===== src/rtl/adder_serial_param.sv =====
// Multi-cycle serial adder/subtractor: one SLICE-bit adder is reused over
// WIDTH/SLICE cycles, with a valid/ready input handshake and a done pulse.
module adder_serial_param #(
    parameter int WIDTH = 64,
    parameter int SLICE = 16
) (
    input  logic             clk,
    input  logic             rst,
    input  logic [WIDTH-1:0] a_in,
    input  logic [WIDTH-1:0] b_in,
    input  logic             carry_in,
    input  logic             sub,
    input  logic             din_en,
    output logic             din_rdy,
    output logic [WIDTH-1:0] sum_out,
    output logic             carry_out,
    output logic             ovf_out,
    output logic             dout_en
);

    localparam int NSLICE = WIDTH / SLICE;
    localparam int CW = (NSLICE > 1) ? $clog2(NSLICE) : 1;
    localparam logic [CW-1:0] LAST_SLICE = CW'(NSLICE - 1);

    localparam logic STATE_IDLE = 1'b0;
    localparam logic STATE_BUSY = 1'b1;

    generate
        if (SLICE < 1 || SLICE > WIDTH || (WIDTH % SLICE) != 0) begin : g_badParams
            $error("adder_serial_param: WIDTH must be a positive multiple of SLICE");
        end
    endgenerate

    logic             r_state;
    logic [CW-1:0]    r_cnt;
    logic [WIDTH-1:0] r_a;
    logic [WIDTH-1:0] r_b;
    logic             r_carry;
    logic [WIDTH-1:0] r_work;
    logic [WIDTH-1:0] r_sum;
    logic             r_cout;
    logic             r_ovf;
    logic             r_dout;

    logic [SLICE:0]   w_sliceSum;
    logic             w_carryIntoMsb;
    logic [WIDTH-1:0] w_aNext;
    logic [WIDTH-1:0] w_bNext;
    logic [WIDTH-1:0] w_workNext;

    // Operands are shifted right each cycle so the slice adder always sees bits [SLICE-1:0].
    assign w_sliceSum = {1'b0, r_a[SLICE-1:0]} + {1'b0, r_b[SLICE-1:0]}
                      + {{SLICE{1'b0}}, r_carry};
    assign w_carryIntoMsb = r_a[SLICE-1] ^ r_b[SLICE-1] ^ w_sliceSum[SLICE-1];

    generate
        if (SLICE == WIDTH) begin : g_singleSlice
            assign w_aNext    = '0;
            assign w_bNext    = '0;
            assign w_workNext = w_sliceSum[SLICE-1:0];
        end else begin : g_multiSlice
            assign w_aNext    = {{SLICE{1'b0}}, r_a[WIDTH-1:SLICE]};
            assign w_bNext    = {{SLICE{1'b0}}, r_b[WIDTH-1:SLICE]};
            assign w_workNext = {w_sliceSum[SLICE-1:0], r_work[WIDTH-1:SLICE]};
        end
    endgenerate

    // Result registers only move on the final slice, so they hold the old result while busy.
    always_ff @(posedge clk) begin
        if (rst) begin
            r_state <= STATE_IDLE;
            r_cnt   <= '0;
            r_a     <= '0;
            r_b     <= '0;
            r_carry <= 1'b0;
            r_work  <= '0;
            r_sum   <= '0;
            r_cout  <= 1'b0;
            r_ovf   <= 1'b0;
            r_dout  <= 1'b0;
        end else begin
            r_dout <= 1'b0;
            case (r_state)
                STATE_IDLE: begin
                    if (din_en) begin
                        r_a     <= a_in;
                        r_b     <= b_in ^ {WIDTH{sub}};
                        r_carry <= carry_in ^ sub;
                        r_cnt   <= '0;
                        r_state <= STATE_BUSY;
                    end
                end
                default: begin
                    r_a     <= w_aNext;
                    r_b     <= w_bNext;
                    r_work  <= w_workNext;
                    r_carry <= w_sliceSum[SLICE];
                    r_cnt   <= r_cnt + 1'b1;
                    if (r_cnt == LAST_SLICE) begin
                        r_cnt   <= '0;
                        r_state <= STATE_IDLE;
                        r_sum   <= w_workNext;
                        r_cout  <= w_sliceSum[SLICE];
                        r_ovf   <= w_carryIntoMsb ^ w_sliceSum[SLICE];
                        r_dout  <= 1'b1;
                    end
                end
            endcase
        end
    end

    assign din_rdy   = (r_state == STATE_IDLE) && !rst;
    assign sum_out   = r_sum;
    assign carry_out = r_cout;
    assign ovf_out   = r_ovf;
    assign dout_en   = r_dout;

endmodule


===== config.mk =====
export PLATFORM = sky130hd
export DESIGN_NAME = adder_serial_param
export DESIGN_NICKNAME = d
export VERILOG_FILES = /design/src/rtl/adder_serial_param.sv
export SDC_FILE = /design/constraint.sdc
export NUM_CORES = 1
export LEC_CHECK = 0
export ABC_CLOCK_PERIOD_IN_PS = 5900
export CAP_MARGIN = 20
export CORE_UTILIZATION = 50
export DETAILED_ROUTE_END_ITERATION = 10
export PLACE_DENSITY_LB_ADDON = 0.3
export SLEW_MARGIN = 20
export SYNTH_ARGS = -nofsm -noshare
export SYNTH_HDL_FRONTEND = slang
export SYNTH_SLANG_ARGS = --single-unit
export TNS_END_PERCENT = 30

===== constraint.sdc =====
create_clock -name clk -period 5.9 [get_ports clk]
set_input_delay 0.59 -clock clk [delete_from_list [all_inputs] [get_ports clk]]
set_output_delay 0.59 -clock clk [all_outputs]
set_load 0.02 [all_outputs]

# Yosys cells after proc, flatten, opt, wreduce, memory -nomap -nowiden
# Index checks and enable logic that the tools add are counted.
# totals
wordCells	41
in_bits	133
output_inout_bits	68
reg_bits	263
# op_classes
n_bitwise	6
addsub	3
reduce_logical	6
n_mux	13
n_eq_ne	1
# op_table
cell	count
$mux 48	4
$xor 64x64->64	1
$add 16x16->17	1
$add 17x1->17	1
$mux 1	6
$mux 2	3
$reduce_or 2->1	2
$xor 1x1->1	4
$add 2x1->2 const B	1
$eq 2x2->1 const B	1
$reduce_and 2->1	1
$reduce_bool 2->1	1
$logic_and 1x1->1	1
$logic_not 1->1	1
$not 1->1	1

# Longest topological paths before layout
# depth
depth_word	4
ltp_mapped	8

# Worst setup path before layout
# Ideal clock, no wire load.
# synth_timing
path_kind	reg-to-reg
start	register r_a[0]
end	register r_work[62]
stages_incl_launch_ff	9
setup_time_ps	86
t_required_ps	5814
arrival_ps	2289
period_less_slack_ps	2374
setup_slack_ps	3526
cell_sequence	dfxtp_1 -> fa_1 -> fa_1 -> a211oi_1 -> o21ai_1 -> a21oi_1 -> a31oi_1 -> xnor2_1 -> a211oi_1
# synth_via
elab_chain_len	2
# synth_lines
element	line	rtl
start: declaration	36	logic [WIDTH-1:0] r_a;
start signal: assignment	86	r_a <= a_in;
start signal: assignment	94	r_a <= w_aNext;
$add 16x16->17	52	assign w_sliceSum = {1'b0, r_a[SLICE-1:0]} + {1'b0, r_b[SLICE-1:0]}
$add 17x1->17	53	+ {{SLICE{1'b0}}, r_carry};
end signal: assignment	96	r_work <= w_workNext;
end: declaration	39	logic [WIDTH-1:0] r_work;
# No other way between the ends.
# A chain may end at the register's enable or synchronous reset.

# Worst setup path after layout
# layout_timing
start	register r_state
end	output din_rdy
# layout_via
elab_chain_len	2
# layout_lines
element	line	rtl
start: declaration	34	logic r_state;
start signal: assignment	71	r_state <= STATE_IDLE;
start signal: assignment	90	r_state <= STATE_BUSY;
start signal: assignment	101	r_state <= STATE_IDLE;
$not 1->1 (no line)	-	
$logic_and 1x1->1	112	assign din_rdy = (r_state == STATE_IDLE) && !rst;
end: declaration	14	output logic din_rdy,
# No other way between the ends.

==> results.ini <==
[status]
status=finished, final reports clean

[critical_path]
cp.required_ns=5.31
startpoint=r_state
cp-endpoint=din_rdy
path_class=reg -> out
cp-start-kind=flop
r2r_cells=4
worstPathArrival_ns=2.72
reg2reg_setup_slack_ns=3.26
cp_max_fo=70
critical_path.endpoint_type=output pin
r2r-start=r_state
r2r-end=r_work[57]

[sta]
finalCritPeriodShare=0.561
maxSlewHeadroom=0.282
setup_tns_ns=0
finalMaxSlewViolations=0
rsz0062_at_grt=false
fmax_mhz=302
tightest_slew_ns=1.08
clock_skew_ns=0.00737
hold-worst-slack_ns=0.453
setup_violations=0
period_minus_slack_ns=3.31
hold_viol_final=0

[pwr]
intPower_mw=3.00
power_switching_mw=0.951
finalPower_mw=3.95
vdd_drop_max_uv=191
p_sw_frac=0.241
pwr-share-clk=0.419
pwr-share-seq=0.459
p_comb_frac=0.123
p_per_area_mw_per_mm2=294
power_leakage_nw=5.26

[floorplan]
core_area_sq_mm=0.0205
rows=52
die_h_um=147
die-area_sq_mm=0.0217
start_util=0.516
io_pins=201
die_x_um=147

[cells_and_area]
design_area_sq_mm=0.0135
final_nets=1452
drive_above_1_share=0.0478
area_delta_synth_final_pct=27.3
n_antenna_cell=0

[hold_path]
hold_path_class=reg -> reg
worstHoldStart=ovf_out

[cts]
clock-sinks=247
root_buffer=clkbuf_16
holdBufCountCts=0
cts_buffers=26
path_clk_slew_ns=0.06
h-tree-depth=1
clock_latency_ns=0.52
cts_resized=0
post_cts_buffers=0
cts_buffer_depth=3
tritoncts=yes

[grt]
grt.overflow.total=0
antenna_found_initial=0
grt_pass1_vias=7809
grt_pass1_wl_um=41900
grt_max_degree=123
grtUsageTotal=0.239

[synthesis]
synth-async-reset-ratio=0
ys_types=49
ys_seq_area_frac=0.468
ys_ff_latch=247
yosysWarningCount=0
synthesis.area_sq_mm=0.0106
synth_fp_nets=1312
synth_edf_count=0
syn_inst=1161
synth_top_flop_cell=dfxtp_1
syn_avg_cell_area_sq_um=9.10

[placement]
gp_congestion=0.848
dp_hpwl_um=17700
port_buffers=200
post_dp_cell_area_sq_mm=0.0126

[route]
drtAntennaViolNets=0
drc=0
dr.pass1.iters=6
drt-initial-drc-count=645
viasPerCell=5.43
finalWirelength_um=26200
avgRoutedWirePerCell_um=16.5
routed-via-count=8623

[flow_run]
cap_violations=0

## flip-flops by register name, indices dropped and copies added, names as in the netlist
register and count:
r_work 48, carry_out 1, ovf_out 1, r_carry 1
r_a 64, sum_out 64, r_state 1, r_b 64
dout_en 1, r_cnt 2
## cell usage in the layout, fill, tap and decap left out, types with 3 or more instances in the layout
cell,n
or3_1,3
o21ai_1,7
a211oi_1,70
xnor2_1,75
clkbuf_8,8
dfxtp_1,246
o21ai_0,10
ha_1,16
clkbuf_16,27
buf_4,7
o211ai_1,4
inv_1,7
clkdlybuf4s50_1,197
a22o_1,57
clkbuf_1,5
a32o_1,3
clkinv_2,4
nor2_1,278
a31oi_1,5
mux2i_1,106
a21oi_1,115
nand3_1,7
a21o_1,7
nand2_1,17
## cells in the mapped netlist (all sizes together) (2+ instances only)
cell type	instances	share of area
dfxtp	247	0.47
mux2i	106	0.10
a22oi	3	0.0026
o21a	2	0.0014
nand2	18	0.0066
xnor2	75	0.062
fa	2	0.0038
a22o	57	0.047
nand2b	2	0.0012
nor3	2	0.0014
nor2b	2	0.0012
nand3	7	0.0033
a31oi	5	0.0030
ha	16	0.019
or2	2	0.0012
a32o	3	0.0028
buf	29	0.014
xor2	2	0.0017
or3	3	0.0018
nor2	278	0.099
clkbuf	65	0.024
o211ai	4	0.0028
a21o	8	0.0058
a21oi	116	0.055
a211oi	70	0.050
inv	8	0.0028
o21ai	18	0.0089
## metal layers
| layer | track usage | share of wire | vias to the layer above |
|---|---|---|---|
| met5 | 0 | 0 | - |
| met4 | 0.0562 | 0.020 | 0 |
| met3 | 0.0302 | 0.045 | 42 |
| met2 | 0.388 | 0.47 | 248 |
| met1 | 0.337 | 0.46 | 4020 |
| li1 | - | - | 4313 |
## metrics by stage
stage	util	instances	setup WS, ns
global route	0.656	1589	2.39
floorplan	-	1161	3.53
global placement	0.613	1543	2.81
CTS	0.656	1589	2.52
detailed placement	0.613	1543	2.81
finish	0.656	1589	2.59
## worst min path at each step
stage          cells after the start     endpoint
2_1_floorplan                      1   sum_out[0]
3_3_place_gp                       2      ovf_out
3_5_place_dp                       2      ovf_out
4_1_cts                            2      ovf_out
5_1_grt                            1  sum_out[26]
6_report                           2      ovf_out
## worst max-delay path, stage by stage (launching register included)
cell             delay [ns]
dfxtp_4                0.88
or2_2                  0.67
inv_1                  0.08
clkdlybuf4s50_1        0.56
## layout make-up
class	count	area, sq um
clock buffer	40	805
clock inverter	6	80.1
fill	1726	7040
inverter	8	30.0
multi-input combinational	812	5200
sequential	247	4950
tap	270	338
timing repair buffer	206	2050
## power by group through the flow
stage,clock network (mW),registers (mW),logic (mW)
3_3_place_gp,0,1.84,0.473
5_1_grt,1.75,1.82,0.538
6_report,1.65,1.81,0.485
3_5_place_dp,0,1.85,0.481
2_1_floorplan,0,1.81,0.343
4_1_cts,1.68,1.81,0.485
## cells by family (layout without fill, tap and decap cells)
group           count (synthesis)  after routing  synth area share
flops                         247            247             0.468
xor+xnor                       77             77            0.0638
mux                           106            106             0.100
fa+ha+maj                      18             18            0.0227
simple gates                  320            320             0.120
compound gates                291            291             0.185
buf+inv                       102            260            0.0406
(Power assumes the default switching activity.)
